===== config.mk =====
export PLATFORM = sky130hd
export DESIGN_NAME = count_period_capture
export DESIGN_NICKNAME = d
export VERILOG_FILES = /design/src/rtl/count_period_capture_pkg.sv /design/src/rtl/count_period_capture_fifo.sv /design/src/rtl/count_period_capture.sv
export SDC_FILE = /design/constraint.sdc
export NUM_CORES = 1
export LEC_CHECK = 0
export CORE_MARGIN = 2
export CORE_UTILIZATION = 51
export CTS_CLUSTER_DIAMETER = 100
export DETAILED_ROUTE_END_ITERATION = 8
export GPL_TIMING_DRIVEN = 1
export PLACE_DENSITY = 0.72
export SLEW_MARGIN = 20
export SYNTH_ARGS = -nofsm -noshare
export SYNTH_HDL_FRONTEND = slang
export SYNTH_SLANG_ARGS = --single-unit

===== constraint.sdc =====
create_clock -name clk -period 8.6 [get_ports clk]
set_clock_uncertainty 0.15 [all_clocks]
set_input_delay 1.72 -clock clk [delete_from_list [all_inputs] [get_ports clk]]
set_output_delay 1.72 -clock clk [all_outputs]
set_load 0.01 [all_outputs]

===== src/rtl/count_period_capture_pkg.sv =====
// Shared types for the count period capture block: capture FSM encoding
// and record layout constants.
package count_capture_pkg;

    localparam logic [0:0] IDLE_ENC  = 1'b0;
    localparam logic [0:0] ARMED_ENC = 1'b1;

    typedef enum logic [0:0] {
        IDLE  = IDLE_ENC,
        ARMED = ARMED_ENC
    } cap_state_e;

    // A record is {stamp, delta}, each WIDTH bits, stamp in the upper half.
    localparam int unsigned REC_FIELDS = 2;

endpackage


===== src/rtl/count_period_capture_fifo.sv =====
// First-word-fall-through synchronous FIFO with explicit occupancy count.
// A push while full is accepted only when a pop happens in the same cycle.
module sync_fifo_fwft
    import count_capture_pkg::*;
#(
    parameter int unsigned WIDTH = 16,
    parameter int unsigned DEPTH = 4
) (
    input  logic                       clk,
    input  logic                       rst_n,
    input  logic                       push,
    input  logic [WIDTH-1:0]           push_data,
    input  logic                       pop,
    output logic [WIDTH-1:0]           head_data,
    output logic [$clog2(DEPTH+1)-1:0] level,
    output logic                       full,
    output logic                       empty
);

    localparam int unsigned AW = $clog2(DEPTH);
    localparam int unsigned LW = $clog2(DEPTH+1);

    logic [WIDTH-1:0] mem [DEPTH];
    logic [AW-1:0]    wr_ptr;
    logic [AW-1:0]    rd_ptr;
    logic             do_push;
    logic             do_pop;

    assign full      = (level == LW'(DEPTH));
    assign empty     = (level == '0);
    assign head_data = mem[rd_ptr];

    // When full, wr_ptr == rd_ptr, so a push+pop overwrites the slot being popped.
    always_comb begin
        do_pop  = pop & ~empty;
        do_push = push & (~full | do_pop);
    end

    always_ff @(posedge clk) begin
        if (!rst_n) begin
            for (int unsigned i = 0; i < DEPTH; i++) begin
                mem[i] <= '0;
            end
            wr_ptr <= '0;
            rd_ptr <= '0;
            level  <= '0;
        end else begin
            if (do_push) begin
                mem[wr_ptr] <= push_data;
                wr_ptr      <= wr_ptr + AW'(1);
            end
            if (do_pop) begin
                rd_ptr <= rd_ptr + AW'(1);
            end
            case ({do_push, do_pop})
                2'b10:   level <= level + LW'(1);
                2'b01:   level <= level - LW'(1);
                default: level <= level;
            endcase
        end
    end

endmodule


===== src/rtl/count_period_capture.sv =====
// Timestamps rising edges of trig against an upstream count and queues
// {stamp, delta-since-previous-event} records for a valid/ready consumer.
module count_period_capture
    import count_capture_pkg::*;
#(
    parameter int unsigned WIDTH = 8,
    parameter int unsigned DEPTH = 4
) (
    input  logic                       clk,
    input  logic                       rst_n,
    input  logic [WIDTH-1:0]           count,
    input  logic                       trig,
    input  logic                       clr_ovf,
    output logic                       m_valid,
    input  logic                       m_ready,
    output logic [WIDTH-1:0]           m_stamp,
    output logic [WIDTH-1:0]           m_delta,
    output logic [$clog2(DEPTH+1)-1:0] level,
    output logic                       ovf
);

    localparam int unsigned REC_W = REC_FIELDS * WIDTH;

    cap_state_e       state;
    logic             trig_q;
    logic [WIDTH-1:0] prev;
    logic [WIDTH-1:0] delta;
    logic             evt;
    logic             push;
    logic             pop;
    logic             drop;
    logic             full;
    logic             empty;
    logic [REC_W-1:0] head;

    always_comb begin
        evt   = trig & ~trig_q;
        delta = count - prev;
        push  = evt & (state == ARMED);
        pop   = m_valid & m_ready;
        drop  = push & full & ~pop;
    end

    // trig_q resets high so a trig held through reset release is not an event.
    always_ff @(posedge clk) begin
        if (!rst_n) begin
            trig_q <= 1'b1;
            state  <= IDLE;
            prev   <= '0;
            ovf    <= 1'b0;
        end else begin
            trig_q <= trig;
            if (evt) begin
                prev  <= count;
                state <= ARMED;
            end
            if (drop) begin
                ovf <= 1'b1;
            end else if (clr_ovf) begin
                ovf <= 1'b0;
            end
        end
    end

    sync_fifo_fwft #(
        .WIDTH (REC_W),
        .DEPTH (DEPTH)
    ) u_fifo (
        .clk       (clk),
        .rst_n     (rst_n),
        .push      (push),
        .push_data ({count, delta}),
        .pop       (pop),
        .head_data (head),
        .level     (level),
        .full      (full),
        .empty     (empty)
    );

    assign m_valid = ~empty;
    assign m_stamp = head[REC_W-1:WIDTH];
    assign m_delta = head[WIDTH-1:0];

endmodule


Word-level counts from Yosys, hierarchy flattened

Memory sizes are Yosys's and may differ from the RTL's. A register that Yosys moved wholly into a read port is not among the register bits.
Index checks and enable logic that the tools add are counted.
Widths: inputs -> output; s select.

Register bits: 18
RAM bits: 64
Input port bits: 13
Output and inout port bits: 21
Memories kept: 1

Add/subtract/negate cells: 5
Equality and inequality tests: 3
Multiplexer cells: 12
Bitwise logic cells: 12
Reductions and logical operators: 4

Memories:

| memory     | depth | width | read ports | clocked after Yosys merged registers in | write ports | line                            | source |
|---|---|---|---|---|---|---|---|
| u_fifo.mem | 4     | 16    | 1          | 1                                       | 4           | count_period_capture_fifo.sv:23 | `logic [WIDTH-1:0] mem [DEPTH];` |

Operators by type and width:

| kind                | count |
|---|---|
| $mux 16             | 1 |
| $reduce_or 16->1    | 1 |
| $sub 8x8->8         | 1 |
| $and 1x1->1         | 7 |
| $mux 1              | 7 |
| $mux 2              | 3 |
| $pmux 3 s2          | 1 |
| $add 2x1->2 const B | 2 |
| $not 1->1           | 4 |
| $reduce_bool 2->1   | 2 |
| $add 3x1->3 const B | 1 |
| $eq 3x3->1 const B  | 1 |
| $logic_not 3->1     | 1 |
| $sub 3x1->3 const B | 1 |
| $eq 2x1->1 const B  | 1 |
| $eq 2x2->1 const B  | 1 |
| $or 1x1->1          | 1 |

Longest topological paths before layout

Word-level depth: 11
Depth in mapped cells: 11
Depth with buffers taken out: 9

Hierarchy

Synthesis repeated with hierarchy kept, for this count alone.

Cell total of the unflattened synthesis: 304
Area, all modules: 4,018.9 sq um

Modules (own cells, without submodules):

| module               | instances | cells an instance | area an instance (sq um) | seq. area each (sq um) |
|---|---|---|---|---|
| sync_fifo_fwft       | 1         | 213               | 3,270.6                  | 2,102.0 |
| count_period_capture | 1         | 91                | 748.2                    | 220.2 |

Worst setup path after synthesis

Ideal clock, no wire load.

Path kind: input to register
Start: input m_ready
End: register u_fifo.level[2]
Arrival: 3.869 ns
Path slack: 4.506 ns
Cell stages on the path: 11
Path buffers: 2
Path through: or4b_1 and3_1 buf_6 clkbuf_1 inv_1 ha_1 inv_1 fa_1 xor2_1 or3_1 a21boi_0

Word-level cells in the longest chain between the ends: 6

Ends and longest elaborated chain:

| what                                                   | line                            | source |
|---|---|---|
| start, declared                                        | count_period_capture.sv:15      | `input logic m_ready,` |
| $and 1x1->1 *                                          | count_period_capture.sv:40      | `pop = m_valid & m_ready;` |
| $and 1x1->1 *                                          | count_period_capture_fifo.sv:35 | `do_pop = pop & ~empty;` |
| $or 1x1->1                                             | count_period_capture_fifo.sv:36 | `do_push = push & (~full \| do_pop);` |
| $and 1x1->1                                            | count_period_capture_fifo.sv:36 |  |
| $eq 2x1->1 / $eq 2x2->1 (equally long branches)        | count_period_capture_fifo.sv:55 | `case ({do_push, do_pop})` |
| $pmux 3 s2 / $reduce_bool 2->1 (equally long branches) | --                              |  |
| end signal, assigned                                   | count_period_capture_fifo.sv:56 | `2'b10: level <= level + LW'(1);` |
| end signal, assigned                                   | count_period_capture_fifo.sv:57 | `2'b01: level <= level - LW'(1);` |
| end signal, assigned                                   | count_period_capture_fifo.sv:58 | `default: level <= level;` |
| end, declared                                          | count_period_capture_fifo.sv:15 | `output logic [$clog2(DEPTH+1)-1:0] level,` |

Every way passes the cells marked *; elsewhere a longest branch is shown, timed or not.
A chain may end at the register's enable or synchronous reset.

==> flow_metrics.tcl <==
set metrics [dict create \
    ys_types 40 \
    power_density_mw_per_mm2 181 \
    post_cts_buffers 0 \
    drcViolationCount 0 \
    maxSlewViolCount 0 \
    crit_required_ps 8440 \
    wl_per_cell_um 16.5 \
    area_growth_syn_to_layout_pct 14.6 \
    dpl.hpwl_mm 4.84 \
    syn_area_sq_mm 0.00389 \
    max_freq_mhz 208 \
    fp.coreArea_sq_mm 0.00733 \
    seq_area_frac_synth 0.597 \
    min_from "prev[6]" \
    fillers 562 \
    wirelength_mm 7.04 \
    drt.antenna.violating_nets 0 \
    maxCapViolations 0 \
    yosys_warnings 0 \
    p_clk_frac 0.358 \
    cts.repair.resized 0 \
    worstPathMaxFanout 16 \
    crit_type "in2reg" \
    arrival_ps 4650 \
    die_area_sq_mm 0.00835 \
    critPathLaunch "trig" \
    num_vias 2225 \
    cts_tree "built" \
    insertion_delay_ps 350 \
    peakVddDrop_uv 76.9 \
    antenna_cells 0 \
    multiInputGateArea_sq_mm 0.00142 \
    root_buffer "clkbuf_8" \
    detail_route.vias_per_cell 5.20 \
    die_w_um 91.4 \
    synth.net_count 317 \
    grt_pass1_vias 2293 \
    status "completed" \
    p_sw_frac 0.238 \
    final_common_cell "edfxtp_1" \
    min_period_over_period 0.560 \
    r2r_slack_ps 5360 \
    drt-initial-drc-count 179 \
    clk_pin_slew_ps 90 \
    finalHoldViolations 0 \
    syn_area_per_cell_sq_um 13.2 \
    min_path_cells 2 \
    cell_internal_pwr_uw 615 \
    grt_max_degree 34 \
    tns_ps 0 \
    cts.htree.levels 3 \
    r2r_end "u_fifo.mem[0][12]" \
    hold_end "prev[6]" \
    hold_ws_ps 318 \
    mostFrequentLayoutCells "edfxtp_1, nor2_1, and2_1, clkdlybuf4s50_1, nand2_1" \
    cts_hold_buffers 0 \
    die_y_um 91.4 \
    layout_min_cycle_time_ps 4810 \
    ff_latch_area_sq_mm 0.00232 \
    yosysTopAreaCell "edfxtp_1" \
    startpoint_type "primary input" \
    reg2reg_depth 5 \
    p_leak_uw 0.00162 \
    place.gp.congestion 0.863 \
    rows 31 \
    rsz0062_at_grt "no" \
    ys_top_cells_by_area "edfxtp_1, dfxtp_1, mux4_2, and2_1, nor2_1" \
    postSynthCellCount 294 \
    setup_violations 0 \
    numCtsBuffers 9 \
    tightest_slew_ps 848 \
    preCtsSetupSlack_ps 3420 \
    ios 34 \
    relSlewSlack 0.433 \
    layout-drive-gt1-share 0.128 \
    seqPwrFrac 0.562 \
    hp-class "reg2reg" \
    drt_first_pass_iters 4 \
    cp-end-kind "flip-flop" \
    grt-ovfl-total 0 \
    nets 347 \
    grt_use_total 0.188 \
    worst_slack_ps 3790 \
    power_frac_comb 0.080 \
    clk_path_buf_depth 2 \
    r2r-start "trig_q" \
    power_switching_uw 192 \
    cts.sinks 84 \
    antenna_found_initial 0 \
    ys_seq_elements 84 \
    synth_top_area_frac 0.494 \
    initial_utilization 0.531 \
    port_buffers 33 \
    grt_pass1_wl_mm 11.8 \
]
-- critical path, stage by stage --
cell	delay (ps)
clkdlybuf4s50_1	480
nor2b_1	530
and3_1	590
nand2_4	210
or3_2	560
nand2_1	560
-- through the flow --
stage | area [sq um] | instances | power, uW | util
after global placement | 4250 | 412 | 526 | 0.580
after CTS | 4460 | 428 | 811 | 0.608
after global routing | 4460 | 428 | 836 | 0.609
final | 4460 | 428 | 807 | 0.609
after detailed placement | 4250 | 412 | 528 | 0.580
after floorplan | 3890 | 294 | 499 | -
-- power by group through the flow --
stage / clock network [uW] / logic, uW / registers, uW
2_1_floorplan: 0 / 39.4 / 459
3_3_place_gp: 0 / 63.7 / 462
3_5_place_dp: 0 / 64.8 / 463
4_1_cts: 293 / 65.1 / 453
5_1_grt: 310 / 71.0 / 455
6_report: 289 / 64.4 / 453
-- layout make-up --
class	instances	area share
Clock buffer	9	0.0278
Clock inverter	7	0.0185
Inverter	13	0.0109
Multi-Input combinational cell	182	0.319
Sequential cell	84	0.521
Tap cell	99	0.0278
Timing Repair Buffer	34	0.0757
-- Yosys cell counts --
cell type  count
a211oi_1       1
xnor2_1        5
clkbuf_8       1
buf_6          1
buf_2          2
nand2b_1       5
nor3b_4        1
or3_2          2
clkbuf_1       8
dfxtp_1       20
nand3b_2       2
and3_1         9
buf_12         1
nor2b_1        1
o21ai_0        4
or3_1          1
o22ai_1        1
nor2_1        34
fa_1           2
nor3b_1        1
and2_1        33
a21oi_1        4
edfxtp_1      64
buf_4          2
nand3_1        1
and2_4         1
xor2_1         8
or4b_1         1
mux4_2        16
a21boi_0       9
o21a_1         1
o41ai_1        1
nand2_1       24
o211ai_1       1
nor3_4         1
ha_1           8
inv_1         13
o21bai_1       1
a21o_1         2
nand2_4        1
-- logic make-up after synthesis --
logic type / Yosys count / synth area share
AO/OA/AOI/OAI: 25 / 0.0431
XOR/XNOR: 13 / 0.0293
adder cells (fa/ha/maj): 10 / 0.0360
buffers and inverters: 28 / 0.0383
flip-flops: 84 / 0.597
multiplexers: 16 / 0.0926
AND/OR/NAND/NOR: 118 / 0.164
-- layer usage --
metal / vias up / track usage / wire length [um]
met5: - / 0 / 0
met4: 0 / 0.0846 / 127
met3: 13 / 0.0324 / 333
met2: 60 / 0.310 / 3390
met1: 1054 / 0.245 / 3190
li1: 1098 / - / -
-- flip-flops by register name, indices dropped and copies added, names as in the netlist, named ones only --
name / flops
ovf: 1
state: 1
prev: 8
u_fifo.wr_ptr: 2
trig_q: 1
u_fifo.mem: 64
u_fifo.rd_ptr: 2
u_fifo.level: 3
-- worst max-delay path by stage --
stage                        endpoint  cells past startpoint
detailed placement  u_fifo.mem[0][10]                      6
floorplan             u_fifo.level[2]                     11
CTS                 u_fifo.mem[0][11]                      6
global route         u_fifo.mem[0][5]                      6
finish              u_fifo.mem[0][12]                      6
global placement     u_fifo.mem[0][1]                      6
Note: power is estimated with default switching activity, not from simulation.
